===== config.mk =====
export PLATFORM = sky130hd
export DESIGN_NAME = sfetch_buffer
export DESIGN_NICKNAME = d
export VERILOG_FILES = /design/src/rtl/sfetch_pkg.sv /design/src/rtl/sfetch_fifo.sv /design/src/rtl/sfetch_buffer.sv
export SDC_FILE = /design/constraint.sdc
export NUM_CORES = 1
export LEC_CHECK = 0
export ABC_AREA = 1
export BUFFER_PORTS_ARGS = -buffer_cell sky130_fd_sc_hd__buf_4
export CAP_MARGIN = 5
export CORE_UTILIZATION = 53
export DETAILED_ROUTE_END_ITERATION = 12
export PLACE_DENSITY = 0.81
export SYNTH_ARGS = -nofsm -noshare
export SYNTH_HDL_FRONTEND = slang
export SYNTH_SLANG_ARGS = --single-unit

===== constraint.sdc =====
create_clock -name clk -period 3.8 [get_ports clk]
set_input_delay 1.14 -clock clk [delete_from_list [all_inputs] [get_ports clk]]
set_output_delay 1.14 -clock clk [all_outputs]
set_load 0.05 [all_outputs]

===== src/rtl/sfetch_pkg.sv =====
// Shared types and helpers for the sfetch_buffer instruction-fetch front end.
// Optional macro SFETCH_BYPASS_EN (see sfetch_buffer.sv) does not affect this package.
package sfetch_pkg;

    localparam int INSTR_BYTES        = 4;
    localparam int DEFAULT_ADDR_WIDTH = 32;
    localparam int DEFAULT_DATA_WIDTH = 32;

    typedef struct packed {
        logic [DEFAULT_ADDR_WIDTH-1:0] pc;
        logic [DEFAULT_DATA_WIDTH-1:0] instr;
    } fetch_entry_t;

    // Width able to hold any credit count from 0 to depth inclusive.
    function automatic int creditWidth(input int depth);
        return $clog2(depth + 1);
    endfunction

endpackage


===== src/rtl/sfetch_fifo.sv =====
// Generic synchronous FIFO of fetch entries with single-cycle flush and occupancy count.
// Flush has priority over push and pop; pop while empty is ignored.
module sfetch_fifo
    import sfetch_pkg::*;
#(
    parameter type entry_t = fetch_entry_t,
    parameter int  DEPTH   = 4,
    localparam int PW      = $clog2(DEPTH),
    localparam int CW      = creditWidth(DEPTH)
) (
    input  logic          clk,
    input  logic          rst,
    input  logic          flush_i,
    input  logic          push_i,
    input  entry_t        data_i,
    input  logic          pop_i,
    output entry_t        data_o,
    output logic          valid_o,
    output logic [CW-1:0] count_o
);

    entry_t          mem_q [DEPTH];
    logic [PW-1:0]   rdPtr_q, rdPtr_d;
    logic [PW-1:0]   wrPtr_q, wrPtr_d;
    logic [CW-1:0]   count_q, count_d;
    logic            doPush, doPop, full;

    assign full   = (count_q == CW'(DEPTH));
    assign doPop  = pop_i && (count_q != '0);
    assign doPush = push_i && (!full || doPop);

    always_comb begin
        rdPtr_d = rdPtr_q;
        wrPtr_d = wrPtr_q;
        count_d = count_q;
        if (flush_i) begin
            rdPtr_d = '0;
            wrPtr_d = '0;
            count_d = '0;
        end else begin
            if (doPop)  rdPtr_d = rdPtr_q + PW'(1);
            if (doPush) wrPtr_d = wrPtr_q + PW'(1);
            case ({doPush, doPop})
                2'b10:   count_d = count_q + CW'(1);
                2'b01:   count_d = count_q - CW'(1);
                default: count_d = count_q;
            endcase
        end
    end

    always_ff @(posedge clk or posedge rst) begin
        if (rst) begin
            rdPtr_q <= '0;
            wrPtr_q <= '0;
            count_q <= '0;
        end else begin
            rdPtr_q <= rdPtr_d;
            wrPtr_q <= wrPtr_d;
            count_q <= count_d;
        end
    end

    // Storage needs no reset: count gates every read.
    always_ff @(posedge clk) begin
        if (doPush && !flush_i) mem_q[wrPtr_q] <= data_i;
    end

    assign data_o  = mem_q[rdPtr_q];
    assign valid_o = (count_q != '0);
    assign count_o = count_q;

endmodule


===== src/rtl/sfetch_buffer.sv =====
// Instruction-fetch front end: fetch PC, credit-limited imem requests, prefetch queue, redirect flush.
// Define SFETCH_BYPASS_EN to forward a response straight to decode when the queue is empty.
module sfetch_buffer
    import sfetch_pkg::*;
#(
    parameter int                    ADDR_WIDTH = 32,
    parameter int                    DATA_WIDTH = 32,
    parameter int                    DEPTH      = 4,
    parameter logic [ADDR_WIDTH-1:0] RESET_PC   = '0,
    localparam int                   CW         = creditWidth(DEPTH)
) (
    input  logic                  clk,
    input  logic                  rst,
    input  logic                  redirect_i,
    input  logic [ADDR_WIDTH-1:0] redirect_pc_i,
    output logic                  imem_req_valid_o,
    input  logic                  imem_req_ready_i,
    output logic [ADDR_WIDTH-1:0] imem_req_addr_o,
    input  logic                  imem_rsp_valid_i,
    input  logic [DATA_WIDTH-1:0] imem_rsp_data_i,
    output logic                  instr_valid_o,
    input  logic                  instr_ready_i,
    output logic [DATA_WIDTH-1:0] instr_o,
    output logic [ADDR_WIDTH-1:0] instr_pc_o,
    output logic [CW-1:0]         count_o
);

    typedef struct packed {
        logic [ADDR_WIDTH-1:0] pc;
        logic [DATA_WIDTH-1:0] instr;
    } entry_t;

    localparam int SW = CW + 2;

    logic [ADDR_WIDTH-1:0] fetchPc_q, fetchPc_d;
    logic [ADDR_WIDTH-1:0] rspPc_q, rspPc_d;
    logic [CW-1:0]         outstanding_q, outstanding_d;
    logic [CW-1:0]         dropCnt_q, dropCnt_d;
    logic                  active_q;

    logic [ADDR_WIDTH-1:0] alignedPc;
    logic                  unusedPcBits;
    logic [SW-1:0]         inFlight;
    logic                  reqFire, rspKeep, rspRetire;
    logic                  bypassValid, bypassTaken;
    logic                  queuePush, queuePop, queueValid;
    entry_t                pushEntry, headEntry;
    logic [CW-1:0]         queueCount;

    assign alignedPc    = {redirect_pc_i[ADDR_WIDTH-1:2], 2'b00};
    assign unusedPcBits = ^redirect_pc_i[1:0];

    // Every queue slot is reserved by an occupied entry, a live request or a response owed to a flush.
    assign inFlight = SW'(queueCount) + SW'(outstanding_q) + SW'(dropCnt_q);

    assign imem_req_valid_o = active_q && !redirect_i && (inFlight < SW'(DEPTH));
    assign imem_req_addr_o  = fetchPc_q;
    assign reqFire          = imem_req_valid_o && imem_req_ready_i;

    assign rspRetire = imem_rsp_valid_i && (dropCnt_q == '0);
    assign rspKeep   = rspRetire && !redirect_i;

`ifdef SFETCH_BYPASS_EN
    assign bypassValid = rspKeep && !queueValid;
`else
    assign bypassValid = 1'b0;
`endif
    assign bypassTaken = bypassValid && instr_ready_i;

    assign queuePush       = rspKeep && !bypassTaken;
    assign queuePop        = queueValid && instr_ready_i && !redirect_i;
    assign pushEntry.pc    = rspPc_q;
    assign pushEntry.instr = imem_rsp_data_i;

    sfetch_fifo #(
        .entry_t (entry_t),
        .DEPTH   (DEPTH)
    ) u_fifo (
        .clk     (clk),
        .rst     (rst),
        .flush_i (redirect_i),
        .push_i  (queuePush),
        .data_i  (pushEntry),
        .pop_i   (queuePop),
        .data_o  (headEntry),
        .valid_o (queueValid),
        .count_o (queueCount)
    );

`ifdef SFETCH_BYPASS_EN
    assign instr_valid_o = queueValid || bypassValid;
    assign instr_o       = bypassValid ? imem_rsp_data_i : headEntry.instr;
    assign instr_pc_o    = bypassValid ? rspPc_q : headEntry.pc;
`else
    assign instr_valid_o = queueValid;
    assign instr_o       = headEntry.instr;
    assign instr_pc_o    = headEntry.pc;
`endif
    assign count_o = queueCount;

    // A redirect converts every live request into a response to be dropped, minus one arriving now.
    always_comb begin
        fetchPc_d     = fetchPc_q;
        rspPc_d       = rspPc_q;
        outstanding_d = outstanding_q;
        dropCnt_d     = dropCnt_q;
        if (redirect_i) begin
            fetchPc_d     = alignedPc;
            rspPc_d       = alignedPc;
            outstanding_d = '0;
            dropCnt_d     = dropCnt_q + outstanding_q - CW'(imem_rsp_valid_i);
        end else begin
            if (reqFire) fetchPc_d = fetchPc_q + ADDR_WIDTH'(INSTR_BYTES);
            if (rspKeep) rspPc_d = rspPc_q + ADDR_WIDTH'(INSTR_BYTES);
            if (imem_rsp_valid_i && (dropCnt_q != '0)) dropCnt_d = dropCnt_q - CW'(1);
            outstanding_d = outstanding_q + CW'(reqFire) - CW'(rspRetire);
        end
    end

    always_ff @(posedge clk or posedge rst) begin
        if (rst) begin
            fetchPc_q     <= RESET_PC;
            rspPc_q       <= RESET_PC;
            outstanding_q <= '0;
            dropCnt_q     <= '0;
            active_q      <= 1'b0;
        end else begin
            fetchPc_q     <= fetchPc_d;
            rspPc_q       <= rspPc_d;
            outstanding_q <= outstanding_d;
            dropCnt_q     <= dropCnt_d;
            active_q      <= 1'b1;
        end
    end

endmodule

==> flow_metrics.tcl, run 1 <==
set metrics [dict create \
    outcome "finished, final reports clean" \
    portBuffers 164 \
    num-fill-cells 2063 \
    drtPass1Iterations 5 \
    grt.total_usage_pct 24.1 \
    io_pins 171 \
    synth-seq-area-share_pct 63.6 \
    synth-edff-count 248 \
    avgViaCountPerCell 5.64 \
    yosys-top-cells-area "edfxtp_1 51%, dfrtp_1 13%, nand2_1 7.2%" \
    die_w_um 168 \
    die_h_um 168 \
    ys_top_cells_by_count "281 x nand2_1, 248 x edfxtp_1, 213 x nor2_1" \
    root_buffer "clkbuf_16" \
    grt_max_degree 88 \
    finalPower_uw 11500 \
    setup_ws_ps 36.4 \
    ant_nets 0 \
    async_flop_share_pct 23.0 \
    synth_flop_cell "edfxtp_1" \
    drt_iter0_markers 977 \
    syn-mean-instance-area_um2 10.3 \
    critPathMostFrequentCell "inv_2" \
    initial_core_util_pct 54.1 \
    hold_ws_ps 575 \
    crit_chain "inv_2, fa_1, a21oi_2, fa_2, a211oi_2, nand2_2, inv_2, buf_8" \
    rows 60 \
    hold_violations 0 \
    place_inst 1884 \
    cp.arrival_ps 2620 \
    htree_levels 1 \
    startpoint_type "flip-flop" \
    cap_violations 0 \
    worstMarginPinSlew_ps 759 \
    ys_types 40 \
    antenna_cells 0 \
    drive_gt1_share_pct 17.6 \
    dp_hpwl_um 21900 \
    ys_seq_elements 322 \
    finalSetupViolations 0 \
    grt_pass1_vias 10500 \
    fp.dieArea_um2 28200 \
    drc 0 \
    clkTransAtPathRegs_ps 60 \
    worstHoldPathType "flip-flop to flip-flop" \
    synthCells 1418 \
    grt_pass1_wl_um 53800 \
    tritoncts "done" \
    wl_per_cell_um 17.5 \
    via_count 11000 \
    clock_sinks 322 \
    finClkSkew_ps 24.4 \
    clock.fmax_mhz 266 \
    p_per_area_nw_per_um2 663 \
    clockBufferDepth 3 \
    synth_top_cell_by_area "edfxtp_1" \
    critPathKind "flip-flop to output pin" \
    maxSlewHeadroom_pct 49.3 \
    ir_worst_vdd_mv 0.466 \
    synth_top_area_share_pct 51.0 \
    fin_nets 1672 \
    final_core_util_pct 64.0 \
    cpMaxStageDelayCell "fa_1" \
    fin_crit_ps 3760 \
    yosys_warnings 0 \
    syn2layout_area_growth_pct 18.3 \
    p_leak_uw 0.00675 \
    overflow 0 \
    syn_area_um2 14600 \
    synth.most_common_cell "nand2_1" \
    place.gp.congestion 0.939 \
    instances_no_fill 1943 \
    crit_path_max_fanout 2 \
    period_share_pct 99.0 \
    coreArea_um2 27000 \
    postRouteWirelength_um 34100 \
    cts_made_buffers 31 \
    clk_latency_ps 560 \
    hold_buffers 0 \
    pre_cts_slack_ps 393 \
    finalMaxSlewViolations 0 \
    cp.required_ps 2660 \
    rsz0062_at_grt "true" \
    antenna_found_initial 0 \
    crit_path_max_incr_delay_ps 510 \
    critPathCaptureType "output pin" \
]
registers in the layout, indices dropped and copies added, names as in the netlist:
name             flops
rspPc_q             30
u_fifo.count_o       3
outstanding_q        3
u_fifo.mem_q       248
active_q             1
imem_req_addr_o     30
u_fifo.wrPtr_q       2
dropCnt_q            3
u_fifo.rdPtr_q       2
through the flow:
| step | instance area (um^2) | TNS [ps] |
|---|---|---|
| 2_1_floorplan | 14600 | -210580 |
| 3_3_place_gp | 16300 | 0 |
| 3_5_place_dp | 16300 | 0 |
| 4_1_cts | 17300 | -4.41 |
| 5_1_grt | 17300 | -114 |
| 6_report | 17300 | 0 |
power breakdown:
part	internal (uW)	switching, uW	total (uW)
sequential	4150	420	4570
combinational	1190	2790	3980
clock	1660	1250	2920
total	7000	4460	11500
metal layers:
layer	track usage [%]	wire, um	vias up
met5	0	0	-
met4	7.22	717	0
met3	2.94	2810	52
met2	41.0	16500	504
met1	32.6	14100	5223
li1	-	-	5181
what timing repair did:
action | CTS | global route
buffers inserted | 4 | 0
resized for setup | 7 | 3
pin swaps | 3 | 0
endpoints found under the setup margin | 1 | 1
cell families (layout without fill, tap and decap cells):
group	count (synthesis)	after routing	synth area share, %
buffers and inverters	162	343	4.50
adders and majority gates	22	22	2.19
muxes	1	1	0.0685
other	2	5	0.0514
xor gates and xnor gates	28	28	1.68
and+or+nand+nor	626	626	18.3
AOI/OAI and AO/OA	255	255	9.60
DFF	322	322	63.6
area by class of cell:
cell class	count	area [um^2]	area share, %
Clock buffer	41	833	4.82
Clock inverter	14	123	0.709
Inverter	100	377	2.18
Multi-Input combinational cell	937	4710	27.2
Sequential cell	322	9300	53.8
Tap cell	341	427	2.47
Timing Repair Buffer	188	1520	8.79
cells in the final DEF, fill, tap and decap left out, drive strengths merged:
cell      instances
o21a              3
clkinvlp          3
dfrtp            74
xor2             21
a21oi             8
nand3            80
clkbuf           41
o21ai           169
nor3              5
a31oi             1
nand3b            9
edfxtp          248
nor3b             1
nand2           292
a211oi            1
inv              98
fa                6
clkinv           11
o311ai            1
mux2i             1
o211ai            3
nor2            229
nand4            10
conb              5
xnor2             7
bufinv            2
o21bai            3
buf             188
o22ai            64
o221ai            2
ha               16
path summary, 6_finish.rpt:
| check | start | to | slack (ps) | cells past startpoint |
|---|---|---|---|---|
| max | u_fifo.count_o[1] | imem_req_valid_o | 40 | 8 |
| min | u_fifo.wrPtr_q[0] | u_fifo.wrPtr_q[0] | 570 | 1 |
| max reg2reg | u_fifo.count_o[1] | outstanding_q[2] | 680 | 13 |
| min reg2reg | u_fifo.wrPtr_q[0] | u_fifo.wrPtr_q[0] | 570 | 1 |
| max in group asynchronous | rst | rspPc_q[13] | 2340 | 3 |
| min in group asynchronous | rst | u_fifo.wrPtr_q[0] | 730 | 2 |
worst max-delay path, delay by kind of cell (launching register included):
family	cells	cell delay, ps
compound gates	2	350
fa+ha+maj	2	970
buf+inv	3	280
flops	1	370
simple gates	1	110
Note: power is estimated with default switching activity, not from simulation.
==> run 2, diff against run 1 <==
PLACE_DENSITY = 0.76   (was 0.81)
==> run 2 against run 1 <==
Worst setup slack better by 6.1 ps. Core utilization up 0.65 points. Global-route usage up 0.54 points. Total power up 3.2%. Via count about the same. Critical path type unchanged. Largest power group unchanged.
==> flow_metrics.tcl, run 2 (synthesized netlist as in run 1, its figures left out) <==
set metrics [dict create \
    die_w_um 168 \
    fp.dieArea_um2 28200 \
    grt_pass1_wl_um 54800 \
    worstMarginPinSlew_ps 679 \
    syn2layout_area_growth_pct 19.5 \
    grt_max_degree 65 \
    rows 60 \
    fin_nets 1682 \
    antenna_found_initial 0 \
    max_flop_register "u_fifo.mem_q" \
    cp.required_ps 2660 \
    crit_chain "inv_2, fa_1, a21oi_2, fa_2, a211oi_2, nand2_1, inv_1, buf_6" \
    crit_family "adder cells" \
    finClkSkew_ps 19.6 \
    overflow 0 \
    ir_worst_vdd_mv 0.435 \
    fin_crit_ps 3760 \
    rr_endpoint "outstanding_q[2]" \
    worstHoldStart "u_fifo.wrPtr_q[1]" \
    drc 0 \
    worstHoldPathType "flip-flop to flip-flop" \
    coreArea_um2 27000 \
    startpoint_type "flip-flop" \
    antenna_cells 0 \
    clockBufferDepth 3 \
    dp_hpwl_um 22300 \
    final.setup.tns_ps 0 \
    grt_pass1_vias 10600 \
    final_common_cell "nand2_1" \
    clk_latency_ps 510 \
    critPathCaptureType "output pin" \
    drtPass1Iterations 5 \
    clock_sinks 322 \
    cp.arrival_ps 2620 \
    die_h_um 168 \
    crit_path_max_fanout 2 \
    r2r_cells 13 \
    place.gp.congestion 0.922 \
    htree_levels 2 \
    register_area_um2 9300 \
    finalPower_uw 11800 \
    finalMaxSlewViolations 0 \
    final_core_util_pct 64.6 \
    critPathKind "flip-flop to output pin" \
    instances_no_fill 1952 \
    outcome "finished, final reports clean" \
    hold-path-endpoint "u_fifo.wrPtr_q[1]" \
    whs_path_depth 2 \
    root_buffer "clkbuf_16" \
    via_count 11000 \
    cpMaxStageDelayCell "fa_1" \
    num-fill-cells 2049 \
    period_share_pct 98.9 \
    maxSlewHeadroom_pct 54.8 \
    hold_violations 0 \
    cap_violations 0 \
    tritoncts "done" \
    drt_iter0_markers 1050 \
    place_inst 1886 \
    postRouteWirelength_um 34900 \
    multi_input_area_um2 4700 \
    finalSetupViolations 0 \
    rsz0062_at_grt "true" \
    drive_gt1_share_pct 17.9 \
    reg2reg_slack_ps 650 \
    grt.total_usage_pct 24.6 \
    largest_reg_flops 248 \
    p_per_area_nw_per_um2 678 \
    p_leak_uw 0.00687 \
    critical_path_buf_inv_count 3 \
    ant_nets 0 \
    hold_ws_ps 569 \
    avgViaCountPerCell 5.61 \
    mostFrequentLayoutCells "281 x nand2_1, 248 x edfxtp_1, 209 x nor2_1" \
    wl_per_cell_um 17.9 \
    crit_path_max_incr_delay_ps 520 \
    r2r-start "u_fifo.count_o[1]" \
    cts_made_buffers 35 \
    io_pins 171 \
    initial_core_util_pct 54.1 \
    portBuffers 164 \
    clkTransAtPathRegs_ps 60 \
    clock.fmax_mhz 266 \
]
run 2: cell count changes in the layout (fill, tap and decap cells not counted), moves of 2 or more:
cell,change
inv_1,+2
clkbuf_16,+7
inv_2,-2
clkbuf_8,-2
buf_4,+7
clkinvlp_4,-2
run 2: cell type report:
class / instances / share of cell area (%)
sequential: 322 / 53.3
inverter: 100 / 2.16
multi-input combinational: 937 / 26.9
clock buffer: 46 / 5.62
clock inverter: 12 / 0.709
tap: 341 / 2.44
timing repair buffer: 194 / 8.86
run 2: repair_timing:
action / CTS / global route
buffers inserted: 5 / 3
resized for setup: 3 / 3
hold buffers: 0 / 0
setup endpoints to repair: 1 / 1
pin swaps: 1 / 4
run 2: worst max-delay path by stage:
stage	start	cells past startpoint	endpoint	slack, ps
6_report	u_fifo.count_o[1]	8	imem_req_valid_o	40
5_1_grt	dropCnt_q[1]	8	imem_req_valid_o	-40
4_1_cts	u_fifo.count_o[2]	8	imem_req_valid_o	30
3_5_place_dp	u_fifo.count_o[1]	8	imem_req_valid_o	430
3_3_place_gp	u_fifo.count_o[2]	8	imem_req_valid_o	410
2_1_floorplan	redirect_i	4	u_fifo.mem_q[0][0]	-850
run 2: per-stage QoR:
step / cell area (um^2) / setup WS, ps
4_1_cts: 17400 / 26.5
2_1_floorplan: 14600 / -849
5_1_grt: 17500 / -35.2
3_5_place_dp: 16300 / 426
3_3_place_gp: 16300 / 415
6_report: 17500 / 42.5
run 2: worst reg2reg max path, cell delays in order, from the launching register on:
cell and delay [ps]:
dfrtp_1 360, inv_2 50, fa_1 520, a21oi_2 170, fa_2 470, a211oi_2 190
nand3_1 150, ha_1 290, inv_1 60, ha_1 130, inv_1 50, fa_1 370
xor2_1 150, nor2_1 60
run 2: power breakdown:
part / switching [uW] / internal (uW) / total, uW
Combinational: 2790 / 1220 / 4010
Clock: 1310 / 1950 / 3270
Sequential: 416 / 4150 / 4560
run 2: metal layers:
metal / global-route usage (%) / wire [um] / vias up / share of wire, %
li1: - / - / 5191 / -
met5: 0 / 0 / - / 0
met1: 33.0 / 14800 / 5278 / 42
met4: 6.86 / 657 / 0 / 1.9
met2: 42.0 / 16900 / 430 / 49
met3: 3.74 / 2510 / 58 / 7.2
